===== config.mk =====
export PLATFORM = sky130hd
export DESIGN_NAME = systolic_feeder_4x4
export DESIGN_NICKNAME = d
export VERILOG_FILES = /design/src/rtl/systolic_feeder_4x4.sv
export SDC_FILE = /design/constraint.sdc
export NUM_CORES = 2
export LEC_CHECK = 0
export ABC_AREA = 1
export CAP_MARGIN = 20
export CORE_ASPECT_RATIO = 0.9
export CORE_MARGIN = 1
export CORE_UTILIZATION = 40
export CTS_CLUSTER_DIAMETER = 50
export CTS_CLUSTER_SIZE = 12
export DETAILED_ROUTE_END_ITERATION = 6
export GPL_TIMING_DRIVEN = 0
export PLACE_DENSITY = 0.66
export SKIP_LAST_GASP = 1
export SYNTH_ARGS = -nofsm -noshare
export SYNTH_HDL_FRONTEND = slang
export SYNTH_SLANG_ARGS = --single-unit

===== constraint.sdc =====
create_clock -name clk -period 7 [get_ports clk]
set_clock_uncertainty 0.15 [all_clocks]
set_input_delay 1.4 -clock clk [delete_from_list [all_inputs] [get_ports clk]]
set_output_delay 1.4 -clock clk [all_outputs]
set_load 0.1 [all_outputs]

===== src/rtl/systolic_feeder_4x4.sv =====
// Operand staging and diagonal-skew feeder for a 4x4 systolic multiply array.
// Buffers one 4x4 A matrix and one 4x4 B matrix loaded row by row. On start
// it clears the array accumulators, streams both matrices in skewed order
// with zero padding, idles the lanes while the array drains, then pulses done.
module systolic_feeder_4x4 #(
    parameter int DW           = 32,
    parameter int DRAIN_CYCLES = 8
) (
    input  logic            clk,
    input  logic            rst,
    input  logic            in_valid,
    output logic            in_ready,
    input  logic            in_sel,
    input  logic [1:0]      in_row,
    input  logic [4*DW-1:0] in_data,
    input  logic            start,
    output logic            busy,
    output logic            done,
    output logic            acc_clr,
    output logic            feed_valid,
    output logic [DW-1:0]   a_lane0,
    output logic [DW-1:0]   a_lane1,
    output logic [DW-1:0]   a_lane2,
    output logic [DW-1:0]   a_lane3,
    output logic [DW-1:0]   b_lane0,
    output logic [DW-1:0]   b_lane1,
    output logic [DW-1:0]   b_lane2,
    output logic [DW-1:0]   b_lane3
);

    typedef enum logic [2:0] {
        S_IDLE,
        S_CLEAR,
        S_FEED,
        S_DRAIN,
        S_DONE
    } state_t;

    // Last skew beat index: lane 3 receives its final element at t = 3 + 3.
    localparam logic [2:0] T_LAST    = 3'd6;
    localparam logic [7:0] DRAIN_END = 8'(DRAIN_CYCLES - 1);

    state_t        state;
    state_t        state_nxt;
    logic [2:0]    t_cnt;
    logic [2:0]    t_nxt;
    logic [7:0]    drain_cnt;
    logic [7:0]    drain_nxt;

    logic [DW-1:0] a_buf [4][4];
    logic [DW-1:0] b_buf [4][4];

    logic [DW-1:0] a_lane_q [4];
    logic [DW-1:0] b_lane_q [4];
    logic [DW-1:0] a_lane_d [4];
    logic [DW-1:0] b_lane_d [4];

    logic          load_fire;

    // Loads are only accepted while idle, so the buffers are stable during a sequence.
    assign load_fire = in_valid && in_ready;

    // Operand buffers: one row written per accepted beat, lane k -> column k.
    always_ff @(posedge clk) begin
        if (rst) begin
            // NOTE: these buffers are small flop arrays, not RAM, so clearing
            // them on reset is cheap and gives a defined replay after an abort.
            for (int r = 0; r < 4; r++) begin
                for (int c = 0; c < 4; c++) begin
                    a_buf[r][c] <= '0;
                    b_buf[r][c] <= '0;
                end
            end
        end else if (load_fire) begin
            for (int c = 0; c < 4; c++) begin
                if (in_sel) begin
                    b_buf[in_row][c] <= in_data[c*DW +: DW];
                end else begin
                    a_buf[in_row][c] <= in_data[c*DW +: DW];
                end
            end
        end
    end

    // Sequencer next-state: CLEAR for one cycle, seven skewed beats, drain, done.
    always_comb begin
        // NOTE: every variable gets a default before the case so no path
        // leaves it unassigned, which would otherwise infer a latch.
        state_nxt = state;
        t_nxt     = t_cnt;
        drain_nxt = drain_cnt;
        unique case (state)
            S_IDLE: begin
                if (start) begin
                    state_nxt = S_CLEAR;
                end
            end
            S_CLEAR: begin
                state_nxt = S_FEED;
                t_nxt     = 3'd0;
            end
            S_FEED: begin
                if (t_cnt == T_LAST) begin
                    state_nxt = S_DRAIN;
                    drain_nxt = 8'd0;
                end else begin
                    t_nxt = t_cnt + 3'd1;
                end
            end
            S_DRAIN: begin
                if (drain_cnt == DRAIN_END) begin
                    state_nxt = S_DONE;
                end else begin
                    drain_nxt = drain_cnt + 8'd1;
                end
            end
            S_DONE: begin
                state_nxt = S_IDLE;
            end
            default: begin
                state_nxt = S_IDLE;
            end
        endcase
    end

    // Skewed lane values for the upcoming cycle: a_lane i carries A[i][k] and
    // b_lane j carries B[k][j] exactly when the beat index equals lane + k.
    always_comb begin
        for (int i = 0; i < 4; i++) begin
            a_lane_d[i] = '0;
            b_lane_d[i] = '0;
        end
        if (state_nxt == S_FEED) begin
            for (int i = 0; i < 4; i++) begin
                for (int k = 0; k < 4; k++) begin
                    if (t_nxt == 3'(i + k)) begin
                        a_lane_d[i] = a_buf[i][k];
                        b_lane_d[i] = b_buf[k][i];
                    end
                end
            end
        end
    end

    // State, counters and lane registers; lanes for a cycle load on the edge entering it.
    always_ff @(posedge clk) begin
        if (rst) begin
            state     <= S_IDLE;
            t_cnt     <= 3'd0;
            drain_cnt <= 8'd0;
            for (int i = 0; i < 4; i++) begin
                a_lane_q[i] <= '0;
                b_lane_q[i] <= '0;
            end
        end else begin
            // NOTE: non-blocking assignments here so every register samples
            // the pre-edge values computed by the combinational blocks.
            state     <= state_nxt;
            t_cnt     <= t_nxt;
            drain_cnt <= drain_nxt;
            for (int i = 0; i < 4; i++) begin
                a_lane_q[i] <= a_lane_d[i];
                b_lane_q[i] <= b_lane_d[i];
            end
        end
    end

    // Control outputs are pure decodes of the registered state.
    assign in_ready   = (state == S_IDLE);
    assign busy       = (state != S_IDLE);
    assign done       = (state == S_DONE);
    assign acc_clr    = (state == S_CLEAR);
    assign feed_valid = (state == S_FEED);

    assign a_lane0 = a_lane_q[0];
    assign a_lane1 = a_lane_q[1];
    assign a_lane2 = a_lane_q[2];
    assign a_lane3 = a_lane_q[3];
    assign b_lane0 = b_lane_q[0];
    assign b_lane1 = b_lane_q[1];
    assign b_lane2 = b_lane_q[2];
    assign b_lane3 = b_lane_q[3];

endmodule


Yosys cells after proc, flatten, opt, wreduce, memory -nomap -nowiden
Memories as Yosys holds them, arrays and structs flattened.
Index checks and enable logic that the tools add are counted.
W data, S select, Z words.
- register bits after elaboration: 14
- bits in latches: 0
- bits in writable memories: 1280
- memory bits (read-only): 0
- input bits: 135
- output and inout bits: 261
- word-level logic and storage cells: 108
- memories: 4
- memories (memory ; words ; bits a word ; read ports ; clocked after Yosys merged registers in ; write ports ; RTL line ; text):
    a_buf ; 4 ; 128 ; 4 ; 0 ; 4 ; 50 ; logic [DW-1:0] a_buf [4][4];
    b_buf ; 4 ; 128 ; 4 ; 0 ; 4 ; 51 ; logic [DW-1:0] b_buf [4][4];
    a_lane_q ; 4 ; 32 ; 4 ; 0 ; 4 ; 53 ; logic [DW-1:0] a_lane_q [4];
    b_lane_q ; 4 ; 32 ; 4 ; 0 ; 4 ; 54 ; logic [DW-1:0] b_lane_q [4];
- add/subtract/negate cells: 2
- multipliers: 0
- div/mod/pow operators: 0
- order comparisons: 0
- eq/ne operators: 15
- shifts and indexed selects: 0
- multiplexer cells: 68
- bitwise operators: 8
- reductions and logical operators: 8
- operators with widths (kind ; count):
    $mux W32 ; 40
    $mux W128 ; 4
    $reduce_or A128 Y1 ; 2
    $mux W8 ; 2
    $pmux W8 S2 ; 1
    $eq A3 B2 Y1 const B ; 5
    $eq A3 B3 Y1 const B ; 5
    $mux W1 ; 13
    $mux W3 ; 4
    $pmux W3 S4 ; 1
    $add A8 B1 Y8 const B ; 1
    $eq A8 B3 Y1 const B ; 1
    $or A1 B1 Y1 ; 8
    $eq A3 B1 Y1 const B ; 2
    $logic_not A3 Y1 ; 2
    $pmux W3 S2 ; 1
    $mux W2 ; 2
    $add A3 B1 Y3 const B ; 1
    $reduce_and A3 Y1 ; 1
    $reduce_bool A3 Y1 ; 1
    $ne A2 B1 Y1 const B ; 1
    $ne A2 B2 Y1 const B ; 1
    $reduce_bool A2 Y1 ; 1
    $logic_and A1 B1 Y1 ; 1

Longest topological paths before layout
- word-level depth: 10
- mapped depth: 14
- depth with buffers taken out: 12

Worst setup path before layout
No wires, ideal clock.
- kind: input -> register
- from: input port rst
- to: memory b_buf[0][0] (netlist bit) (enable)
- library setup time: 0.492 ns
- arrival: 5.130 ns
- data required time: 6.358 ns
- slack: 1.229 ns
- stages: 7
- buffers on the path: 2
- cell sequence: inv_1 -> nand2_1 -> nor3b_1 -> nand3_1 -> clkbuf_1 -> clkbuf_1 -> nand2_1
- RTL lines (item ; RTL line ; text):
    start: declaration ; 10 ; input logic rst,
    end: declaration ; 51 ;

==> impl_metrics.yaml <==
grt:
  grt_max_degree: 76
  grt_overflow: 0
  grt_antenna_before_repair: 25
  gr-usage-all-layers_pct: 30.66
  grt_pass1_wl_um: 284400
  grt_pass1_vias: 39270
placed_design:
  gp_congestion: 0.9914
  portBuffers: 395
  placed_area_mm2: 0.05925
  hpwl_um: 145600
detailed_routing:
  finalWirelength_um: 207900
  drt_iter0_drc: 6543
  wl_per_cell_um: 27.54
  vias: 42480
  first_pass_iters: 7
  postRouteAntennaNets: 0
  viasPerCell: 5.627
  drc: 3
critical_path:
  cp-start-kind: "input pin"
  path_class: "input pin to flip-flop"
  worst-path-max-fanout: 55
  cp-end-kind: "flip-flop"
  worstPathArrival_ns: 5.32
  required_ns: 7.27
timing:
  setup_viol: 0
  finalHoldViolCount: 0
  fin_crit_sh_pct: 72.22
  fin_crit_ns: 5.055
  relSlewSlack_pct: 21.33
  worst_slew_pin_slew_ns: 1.180
  drv_slew: 0
  rsz0062_at_grt: "no"
  max_freq_mhz: 197.8
cts:
  clk_pin_slew_ns: 0.05
  htree_levels: 4
  tritoncts: "done"
  cts_buffers: 142
  cts_setup_buffers: 0
  clock_sinks: 1294
  clk_path_buf_depth: 3
  clk_latency_ns: 0.80
  cts-hold-fix-buffers: 0
  cts_resized: 0
  cts_root_buf: "clkbuf_16"
die:
  io_pins: 396
  die_y_um: 346.4
  fp.dieW_um: 384.6
  initial_utilization_pct: 40.56
  row_count: 125
  dieArea_mm2: 0.1332
  core_area_mm2: 0.1300
layout:
  syn_to_final_growth_pct: 21.13
  fin_nets: 5860
  final_area_mm2: 0.06385
  drive_above_1_share_pct: 5.953
  fillerInstances: 11760
run_status:
  status: "complete, but fails checks"
  violations: "DRC"
yosys:
  ys_async_sr_fraction_pct: 0
  ys_ff_latch: 1294
  syn_area_mm2: 0.05271
  syn_inst: 5169
  ys_top_cells_by_area: "edfxtp_1 (58%), nor2_1 (11%), dfxtp_1 (10%)"
  synth_warnings: 0
  synth-seq-area-share_pct: 68.59
  yosys.area.top_type: "edfxtp_1"
  ys_types: 26
  syn_nets: 5307
  yosysMostFrequentCell: "nor2_1"
  synth_common_cells: "nor2_1 (1,542), edfxtp_1 (1,024), nand2_1 (546)"
  synth_enable_flop_cells: 1024
  yosysTopAreaCellShare_pct: 58.34
  syn_avg_cell_area_um2: 10.20
  synthFlopType: "edfxtp_1"
power:
  leakagePower_nw: 25.83
  netSwitchingFraction_pct: 26.47
  switching_power_mw: 4.755
  power_mw: 17.97
  clkPwrFrac_pct: 42.1
  p_int_mw: 13.21
  power_frac_comb_pct: 9.8
  seqPwrFrac_pct: 48.2
  peakVddDrop_uv: 186.8
  powerDensity_mw_per_mm2: 281.4
run:
  maxCapViolCount: 0
min_path:
  hold_class: "flip-flop to flip-flop"
==> metal layers <==
metal	routed length (µm)	global-route usage, %	vias up
met4	15150	20.14	12
met5	76	0	-
met3	25620	8.193	603
met1	75050	38.58	20430
li1	-	-	18530
met2	92020	46.41	2899
==> layout by cell type, fill, tap and decap left out, types with 2 or more instances in the layout <==
cell and instances:
nor2_1 1542, inv_1 317, nand2_2 3, nand2_4 8
diode_2 6, ha_1 3, or2_2 3, clkbuf_8 6
nand3b_1 23, dfxtp_1 270, nor3_1 2, clkinvlp_4 4
clkbuf_1 300, nand4_1 323, nand2_1 538, buf_2 100
inv_16 2, clkbuf_2 6, buf_4 5, nand3_1 476
clkdlybuf4s50_1 395, inv_2 5, o21ai_1 62, edfxtp_1 1024
clkinv_8 2, inv_6 11, a21oi_1 9, buf_1 36
clkbuf_16 150, nor2_4 3, clkinv_2 8, buf_16 13
o21ai_0 158, bufinv_16 7, inv_8 4
==> sequential cells by signal, summed over array words and instances, names as in the netlist <==
name	cells
b_lane_q	128
drain_cnt	8
a_lane_q	128
state	3
a_buf	512
t_cnt	3
b_buf	512
==> logic make-up after synthesis <==
family	share of synthesized area [%]
AOI/OAI and AO/OA	2.210
adders and majority gates	0.07122
buffers and inverters	5.379
DFF	68.59
and+or+nand+nor	23.75
==> area by class of cell <==
| class | instances | area, µm² | area share (%) |
|---|---|---|---|
| Inverter | 322 | 1209 | 1.893 |
| Clock inverter | 42 | 543.0 | 0.8505 |
| Multi-Input combinational cell | 3158 | 13780 | 21.58 |
| Timing Repair Buffer | 409 | 4327 | 6.777 |
| Tap cell | 1714 | 2145 | 3.359 |
| Buffer | 395 | 1633 | 2.557 |
| Antenna cell | 6 | 15.01 | 0.02352 |
| Sequential cell | 1294 | 36150 | 56.63 |
| Clock buffer | 209 | 4040 | 6.328 |
==> power by group through the flow <==
stage | Combinational, mW | Clock, mW | Sequential (mW)
floorplan | 0.704 | 0 | 9.02
global placement | 1.65 | 0 | 8.87
detailed placement | 1.70 | 0 | 8.82
CTS | 1.70 | 7.54 | 8.65
global route | 1.80 | 7.82 | 8.68
finish | 1.75 | 7.56 | 8.66
==> path summary, 6_finish.rpt <==
kind,slack (ns),start,cells after the start,endpoint
hold reg to reg,0.34,b_buf[3][57],2,b_lane_q[2][25]
hold / removal,0.34,b_buf[3][57],2,b_lane_q[2][25]
setup reg to reg,2.63,state[0],9,b_buf[3][10]
setup / recovery,1.94,rst,10,b_buf[3][10]
==> worst max-delay path, cell delays in order <==
cell             delay (ns)
clkdlybuf4s50_1        0.49
inv_1                  0.38
nand2_1                0.15
nor3b_1                0.42
nand3_1                0.24
clkbuf_1               0.55
clkbuf_1               0.43
nand2_4                0.48
buf_16                 0.31
buf_16                 0.30
==> stage by stage <==
step           hold WS, ns  instances  setup slack (ns)  util (%)  setup TNS [ns]
3_3_place_gp        0.3336       7278            -2.583     45.25        -1839.58
2_1_floorplan       0.3224       5169             1.229         -               0
6_report            0.3444       7549             1.945     49.12               0
3_5_place_dp        0.3346       7292             1.320     45.59               0
4_1_cts             0.3492       7543             2.116     49.11               0
5_1_grt             0.3743       7543             1.878     49.11               0
(Power assumes the default switching activity.)
